**config.mk**
```make
export PLATFORM = sky130hd
export DESIGN_NAME = muldiv_sequencer
export DESIGN_NICKNAME = d
export VERILOG_FILES = /design/src/rtl/muldiv_sequencer.sv
export SDC_FILE = /design/constraint.sdc
export NUM_CORES = 1
export LEC_CHECK = 0
export BUFFER_PORTS_ARGS = -buffer_cell sky130_fd_sc_hd__buf_4
export CAP_MARGIN = 5
export CORE_MARGIN = 2
export CORE_UTILIZATION = 37
export DETAILED_ROUTE_END_ITERATION = 8
export GPL_ROUTABILITY_DRIVEN = 0
export SLEW_MARGIN = 20
export SYNTH_ARGS = -nofsm -noshare
export SYNTH_HDL_FRONTEND = slang
export SYNTH_SLANG_ARGS = --single-unit
```
**constraint.sdc**
```tcl
create_clock -name clk -period 3.1 [get_ports clk]
set_input_delay 0.31 -clock clk [delete_from_list [all_inputs] [get_ports clk]]
set_output_delay 0.31 -clock clk [all_outputs]
set_load 0.1 [all_outputs]
```
**src/rtl/muldiv_sequencer.sv**
```systemverilog
// Multi-cycle signed multiply/divide sequencer for the EX stage: 16-step shift-add multiply
// and restoring divide, with a pipeline stall. The divider is built only when MULDIV_DIV_EN is defined.
module muldiv_sequencer #(
  parameter logic [3:0] OP_MUL = 4'b0100,
  parameter logic [3:0] OP_DIV = 4'b0101
) (
  input  logic        clk,
  input  logic        rst,
  input  logic        start,
  input  logic [3:0]  op,
  input  logic [15:0] op1,
  input  logic [15:0] op2,
  output logic        stall,
  output logic        busy,
  output logic        done,
  output logic [15:0] res_lo,
  output logic [15:0] res_hi,
  output logic        wr_en,
  output logic        div_by_zero
);

  typedef enum logic [1:0] {IDLE, CALC, FIX, DONE} state_t;

  state_t      state, state_next;
  logic        is_mul, valid_op, accept;
  logic [3:0]  count;
  logic [15:0] opnd;
  logic [31:0] acc;
  logic        neg_res;
  logic [16:0] mul_sum;
  logic [31:0] mul_next;
  logic [31:0] prod_fix;

  function automatic logic [15:0] mag(input logic [15:0] x);
    return x[15] ? 16'(-x) : x;
  endfunction

  assign is_mul = (op == OP_MUL);

`ifdef MULDIV_DIV_EN
  logic        is_div, dbz_accept, op_div, neg_rem, dbz_q;
  logic [17:0] div_diff;
  logic [31:0] div_next;
  logic [15:0] quo_fix, rem_fix;

  assign is_div     = (op == OP_DIV);
  assign valid_op   = is_mul | is_div;
  assign dbz_accept = accept & is_div & (op2 == 16'h0000);

  // acc holds {remainder, quotient}; the quotient bits shift in from the bottom
  // as the dividend bits shift out of the top.
  assign div_diff = {1'b0, acc[31:15]} - {2'b00, opnd};
  assign div_next = div_diff[17] ? {acc[30:0], 1'b0}
                                 : {div_diff[15:0], acc[14:0], 1'b1};
  assign quo_fix  = neg_res ? 16'(-acc[15:0])  : acc[15:0];
  assign rem_fix  = neg_rem ? 16'(-acc[31:16]) : acc[31:16];
  assign div_by_zero = done & dbz_q;
`else
  assign valid_op    = is_mul;
  assign div_by_zero = 1'b0;
`endif

  assign accept = (state == IDLE) & start & valid_op & ~rst;

  // acc holds {partial product, remaining multiplier bits}; one multiplier bit retires per step.
  assign mul_sum  = {1'b0, acc[31:16]} + {1'b0, (acc[0] ? opnd : 16'h0000)};
  assign mul_next = {mul_sum, acc[15:1]};
  assign prod_fix = neg_res ? -acc : acc;

  always_ff @(posedge clk) begin
    if (rst) state <= IDLE;
    else     state <= state_next;
  end

  always_comb begin
    state_next = state;
    stall      = 1'b0;
    case (state)
      IDLE: begin
        if (accept) begin
          stall      = 1'b1;
          state_next = CALC;
`ifdef MULDIV_DIV_EN
          if (dbz_accept) state_next = DONE;
`endif
        end
      end
      CALC: begin
        stall = 1'b1;
        if (count == 4'd15) state_next = FIX;
      end
      FIX: begin
        stall      = 1'b1;
        state_next = DONE;
      end
      DONE:    state_next = IDLE;
      default: state_next = IDLE;
    endcase
  end

  assign busy  = (state != IDLE);
  assign done  = (state == DONE);
  assign wr_en = done;

  always_ff @(posedge clk) begin
    if (rst) begin
      count   <= 4'd0;
      opnd    <= 16'h0000;
      acc     <= 32'h0;
      neg_res <= 1'b0;
      res_lo  <= 16'h0000;
      res_hi  <= 16'h0000;
`ifdef MULDIV_DIV_EN
      op_div  <= 1'b0;
      neg_rem <= 1'b0;
      dbz_q   <= 1'b0;
`endif
    end else if (accept) begin
      count   <= 4'd0;
      neg_res <= op1[15] ^ op2[15];
      opnd    <= mag(op1);
      acc     <= {16'h0000, mag(op2)};
`ifdef MULDIV_DIV_EN
      op_div  <= is_div;
      neg_rem <= op1[15];
      dbz_q   <= dbz_accept;
      if (is_div) begin
        opnd <= mag(op2);
        acc  <= {16'h0000, mag(op1)};
      end
      // Divide by zero skips the datapath and publishes its fixed result at once.
      if (dbz_accept) begin
        res_lo <= 16'hFFFF;
        res_hi <= op1;
      end
`endif
    end else if (state == CALC) begin
      count <= count + 4'd1;
      acc   <= mul_next;
`ifdef MULDIV_DIV_EN
      if (op_div) acc <= div_next;
`endif
    end else if (state == FIX) begin
      res_lo <= prod_fix[15:0];
      res_hi <= prod_fix[31:16];
`ifdef MULDIV_DIV_EN
      if (op_div) begin
        res_lo <= quo_fix;
        res_hi <= rem_fix;
      end
`endif
    end
  end

endmodule
```
; Word level (Yosys, flattened, before mapping)
; Index checks and enable logic that the tools add are counted.
[totals]
ff_bits = 87
in_bits = 39
out_inout_bits = 37
[op_classes]
n_addsub = 5
eq_ne = 7
n_mux = 11
bitwise_logic = 7
n_reduce_logical = 7
[op_table]
columns = cell, count
row1 = $mux 16, 5
row2 = $mux 32, 1
row3 = $neg 16->16, 2
row4 = $neg 32->32, 1
row5 = $add 16x16->17, 1
row6 = $pmux 2 s4, 1
row7 = $add 4x1->4 const B, 1
row8 = $eq 2x2->1 const B, 2
row9 = $eq 4x3->1 const B, 1
row10 = $eq 4x4->1 const B, 1
row11 = $mux 2, 2
row12 = $ne 2x2->1 const B, 2
row13 = $reduce_bool 2->1, 2
row14 = $reduce_or 2->1, 2
row15 = $and 1x1->1, 3
row16 = $not 1->1, 3
row17 = $reduce_and 3->1, 1
row18 = $eq 2x1->1 const B, 1
row19 = $logic_not 2->1, 1
row20 = $pmux 1 s2, 1
row21 = $reduce_and 2->1, 1
row22 = $mux 1, 1
row23 = $xor 1x1->1, 1

; Longest topological paths before layout
[depth]
word_depth = 6
depth_mapped = 11
ltp_nobuf = 9

; Worst setup path after synthesis
; OpenSTA, ideal clock, no wires.
[synth_timing]
kind = input -> output
from = input op[1]
to = output stall
t_arrival_ps = 2701
required_ps = 2790
slack_ps = 89
stages = 6
n_path_buf = 2
cell_sequence = nor4b_1 > and3_1 > buf_2 > nand2b_1 > clkbuf_1 > a21oi_1
[synth_via]
elab_chain_cells = 5
[synth_rtl]
columns = element, line_no
row1 = start: declaration, 10  ; input logic [3:0] op,
row2 = $eq 4x3->1, 38  ; assign is_mul = (op == OP_MUL);
row3 = $and 1x1->1 (2 in a row), 63  ; assign accept = (state == IDLE) & start & valid_op & ~rst;
row4 = $mux 1, 80  ; if (accept) begin
row5 = $pmux 1 s2, 78  ; case (state)
row6 = end: declaration, 13  ; output logic stall,
; No other way between the ends.

; Final worst setup path
[layout_timing]
from = register acc[0]
to = register acc[31]
[layout_via]
elab_chain_cells = 2
[layout_rtl]
columns = element, line_no
row1 = start: declaration, 28  ; logic [31:0] acc;
row2 = start signal: assignment, 122  ; acc <= {16'h0000, mag(op2)};
row3 = start signal: assignment, 139  ; acc <= mul_next;
row4 = $mux 16, 66  ; assign mul_sum = {1'b0, acc[31:16]} + {1'b0, (acc[0] ? opnd : 16'h0000)};
row5 = $add 16x16->17, 66
; No other way between the ends.
; A chain may end at the register's enable or synchronous reset.

==> metrics.md <==
| Metric | Value |
|---|---|
| Status | complete, no violations |
| Worst R2R End | acc[31] |
| RSZ-0062 raised after global routing | no |
| Cell family with most CP delay | compound AO/OA/AOI/OAI gates |
| Sequential area share after synthesis | 0.325 |
| Slowest CP cell | dfxtp_1 |
| GRT met3 Usage | 0.0357 |
| Resized cells post-CTS | 0 |
| Clk root buf | clkbuf_16 |
| Count of different cell masters after synthesis | 54 |
| Slowest stage delay, CP | 0.47 ns |
| Critical path class | reg -> reg |
| Met1 Use GR | 0.232 |
| Initial antenna violation count | 0 |
| Drt via density | 5.33 |
| Grt total ovfl | 0 |
| Min-Delay Endpoint | opnd[0] |
| Peak supply drop | 0.000302 V |
| Total power | 2930 µW |
| Syn_nets | 716 |
| Dpl hpwl | 10200 µm |
| CTS Sinks | 87 |
| Final clock skew | 0.00586 ns |
| Clock latency at the later pin of the worst-skew pair | 0.34 ns |
| R2R cell count | 10 |
| CTS buffer count | 9 |
| Post-synth EDFFs | 0 |
| Worst slack at placement | 0.331 ns |
| Clock-pin slew of the registers on the worst-case setup and hold paths | 0.06 ns |
| Fmax | 0.360 GHz |
| Share of cells above drive strength 1 | 0.155 |
| Ports | 76 |
| Power Density | 460 mW/mm² |
| Drt pass-1 iters | 4 |
| Area taken by multi-input logic gates | 0.00340 mm² |
| Final setup TNS | 0 ns |
| Most used routing layer | met2 |
| Die area | 0.0155 mm² |
| WHS Path Cells | 3 |
| Hold Path Class | in -> reg |
| Register area | 0.00174 mm² |
| R2R setup slack | 0.32 ns |
| Worst path required time | 3.29 ns |
| DRC viols | 0 |
| Core ar. | 0.0140 mm² |
| Crit path launch type | flip-flop |
| WL/cell | 14.9 µm |
| Largest area contributor in the netlist | dfxtp_1 |
| Synth warn | 0 |
| Setup ws final | 0.323 ns |
| Post-layout nets | 774 |
| Ys flop type | dfxtp_1 |
| Yosys reg bits | 87 |
| Buf+Inv Stages, Crit Path | 1 |
| First-pass GRT wire length | 22200 µm |
| Detail Route Antenna Nets | 0 |
| Worst EP arrival | 2.97 ns |
| Number of global-route vias before repair | 4588 |
| Rel. slew slack | 0.483 |
| Final worst-path cycle share | 0.896 |
| Layout area overhead | 19.0% |
| Worst-Margin Slew | 0.765 ns |
| Element type at the critical path end | flip-flop |
| Minimum clock period | 2.78 ns |
| Crit path cell chain | and2_1, ha_1, fa_1, a21o_1, a221oi_1, buf_4, nand3b_1, a41oi_1, a41oi_1, a2111oi_0 |
| Post-CTS Setup Inserts | 0 |
| H-tree depth | 3 |
| Post-Syn Instances | 651 |
| DR iter-0 viols | 343 |
| Leak Pwr | 0.00266 µW |
| Buffers on Ports | 74 |
| Total GRT Usage | 0.171 |
| Cell mode on critical path | a41oi_1 |
| Fill cells | 1402 |
| Setup violators final | 0 |
| Max_cap viols | 0 |
| FF-to-FF Start | acc[0] |
| Largest net degree at the start of global routing | 44 |
| Hold Buf Count CTS | 0 |
| Top cell type's share of synthesized area | 0.325 |
| Chip height | 124 µm |
| Final wirelength | 13300 µm |
| Vias | 4762 |
| Final Max Tran Viols | 0 |
| Synth area leaders | dfxtp_1, ha_1, xnor2_1, xor2_1, o21ai_0 |
| ANT cells | 0 |
| Initial Utilization | 0.382 |
| Die width | 124 µm |
| Ys async rst share | 0 |
| # rows | 43 |
| GR Layer Usage met2 | 0.275 |
| Syn avg cell area | 8.24 µm² |
| Final Hold Viols | 0 |
| Cell area after synthesis | 0.00536 mm² |
| Min-delay src | op1[0] |
| CTS tree | built |
| Crit-path max FO | 21 |
| Clk buf depth | 2 |
-- sequential cells by signal (all words and copies together), names as in the netlist --
name	flops
opnd	16
acc	32
count	4
neg_res	1
res_lo	16
state	2
res_hi	16
-- cell usage in the layout, fill, tap and decap left out, types with 3 or more instances in the layout --
cell	count
clkbuf_16	9
nand3b_1	6
and2_1	21
a211oi_1	30
a21o_1	4
o21ai_1	3
or4_1	4
a22o_1	7
nor2_1	61
xor2_1	34
buf_4	87
ha_1	24
nor2b_1	6
nand2b_1	8
inv_1	16
o31ai_1	15
mux2i_1	24
xnor2_1	35
a31oi_1	5
nand2_1	60
or3_1	11
o41ai_1	7
and3_1	4
a21oi_1	21
a41oi_1	3
nor3_1	13
dfxtp_1	87
nand3_1	9
o21ai_0	49
nor4_1	5
nand4_1	5
o22ai_1	6
-- kinds of logic after synthesis --
family          synth area share
xor+xnor                   0.113
flops                      0.325
mux                       0.0490
simple gates               0.204
buf+inv                   0.0415
compound gates             0.205
fa+ha+maj                 0.0621
other cells             0.000699
-- per-layer routing --
metal	wire [µm]	vias to the layer above
li1	-	2441
met1	6450	2165
met2	5980	136
met3	674	20
met4	212	0
met5	0	-
-- Yosys cell counts, drive strengths merged (7+ instances only) --
cell type	n
a211oi	30
a21oi	21
a22o	7
and2	21
buf	8
clkbuf	32
dfxtp	87
ha	25
inv	16
mux2i	24
nand2	60
nand2b	8
nand3	9
nor2	61
nor3	13
o21ai	52
o31ai	15
o41ai	8
or3	11
xnor2	35
xor2	34
-- metrics by stage --
step	std cells	area, µm²	hold WS [ns]	util
finish	894	6380	0.260	0.454
global route	894	6380	0.258	0.454
CTS	894	6380	0.252	0.454
detailed placement	878	6080	0.446	0.433
global placement	878	6080	0.436	0.433
floorplan	651	5360	0.417	-
-- worst max-delay path by stage --
stage          endpoint  slack (ns)  cells after the start    from
2_1_floorplan     stall        0.09                      6   op[1]
3_3_place_gp    acc[31]        0.38                     10  acc[0]
3_5_place_dp    acc[31]        0.33                     10  acc[0]
4_1_cts         acc[31]        0.32                     10  acc[0]
5_1_grt         acc[31]        0.13                     10  acc[0]
6_report        acc[31]        0.32                     10  acc[0]
-- area by class of cell --
class | instances | area share
multi-input combinational | 508 | 0.533
timing repair buffer | 87 | 0.102
clock inverter | 4 | 0.00824
clock buffer | 12 | 0.0386
tap | 180 | 0.0353
inverter | 16 | 0.00942
sequential | 87 | 0.273
-- power by group --
group,leakage (µW),internal (µW),switching [µW],total (µW)
logic,0.00181,235,392,627
registers,0.000702,1160,51.2,1210
clock network,0.000147,650,448,1100
-- worst reg2reg max path: stages (launching register included) --
cell and delay (ns):
dfxtp_1 0.47, and2_1 0.25, ha_1 0.21, fa_1 0.40, a21o_1 0.21, a221oi_1 0.24
buf_4 0.18, nand3b_1 0.13, a41oi_1 0.20, a41oi_1 0.26, a2111oi_0 0.08
Note: power is estimated with default switching activity, not from simulation.
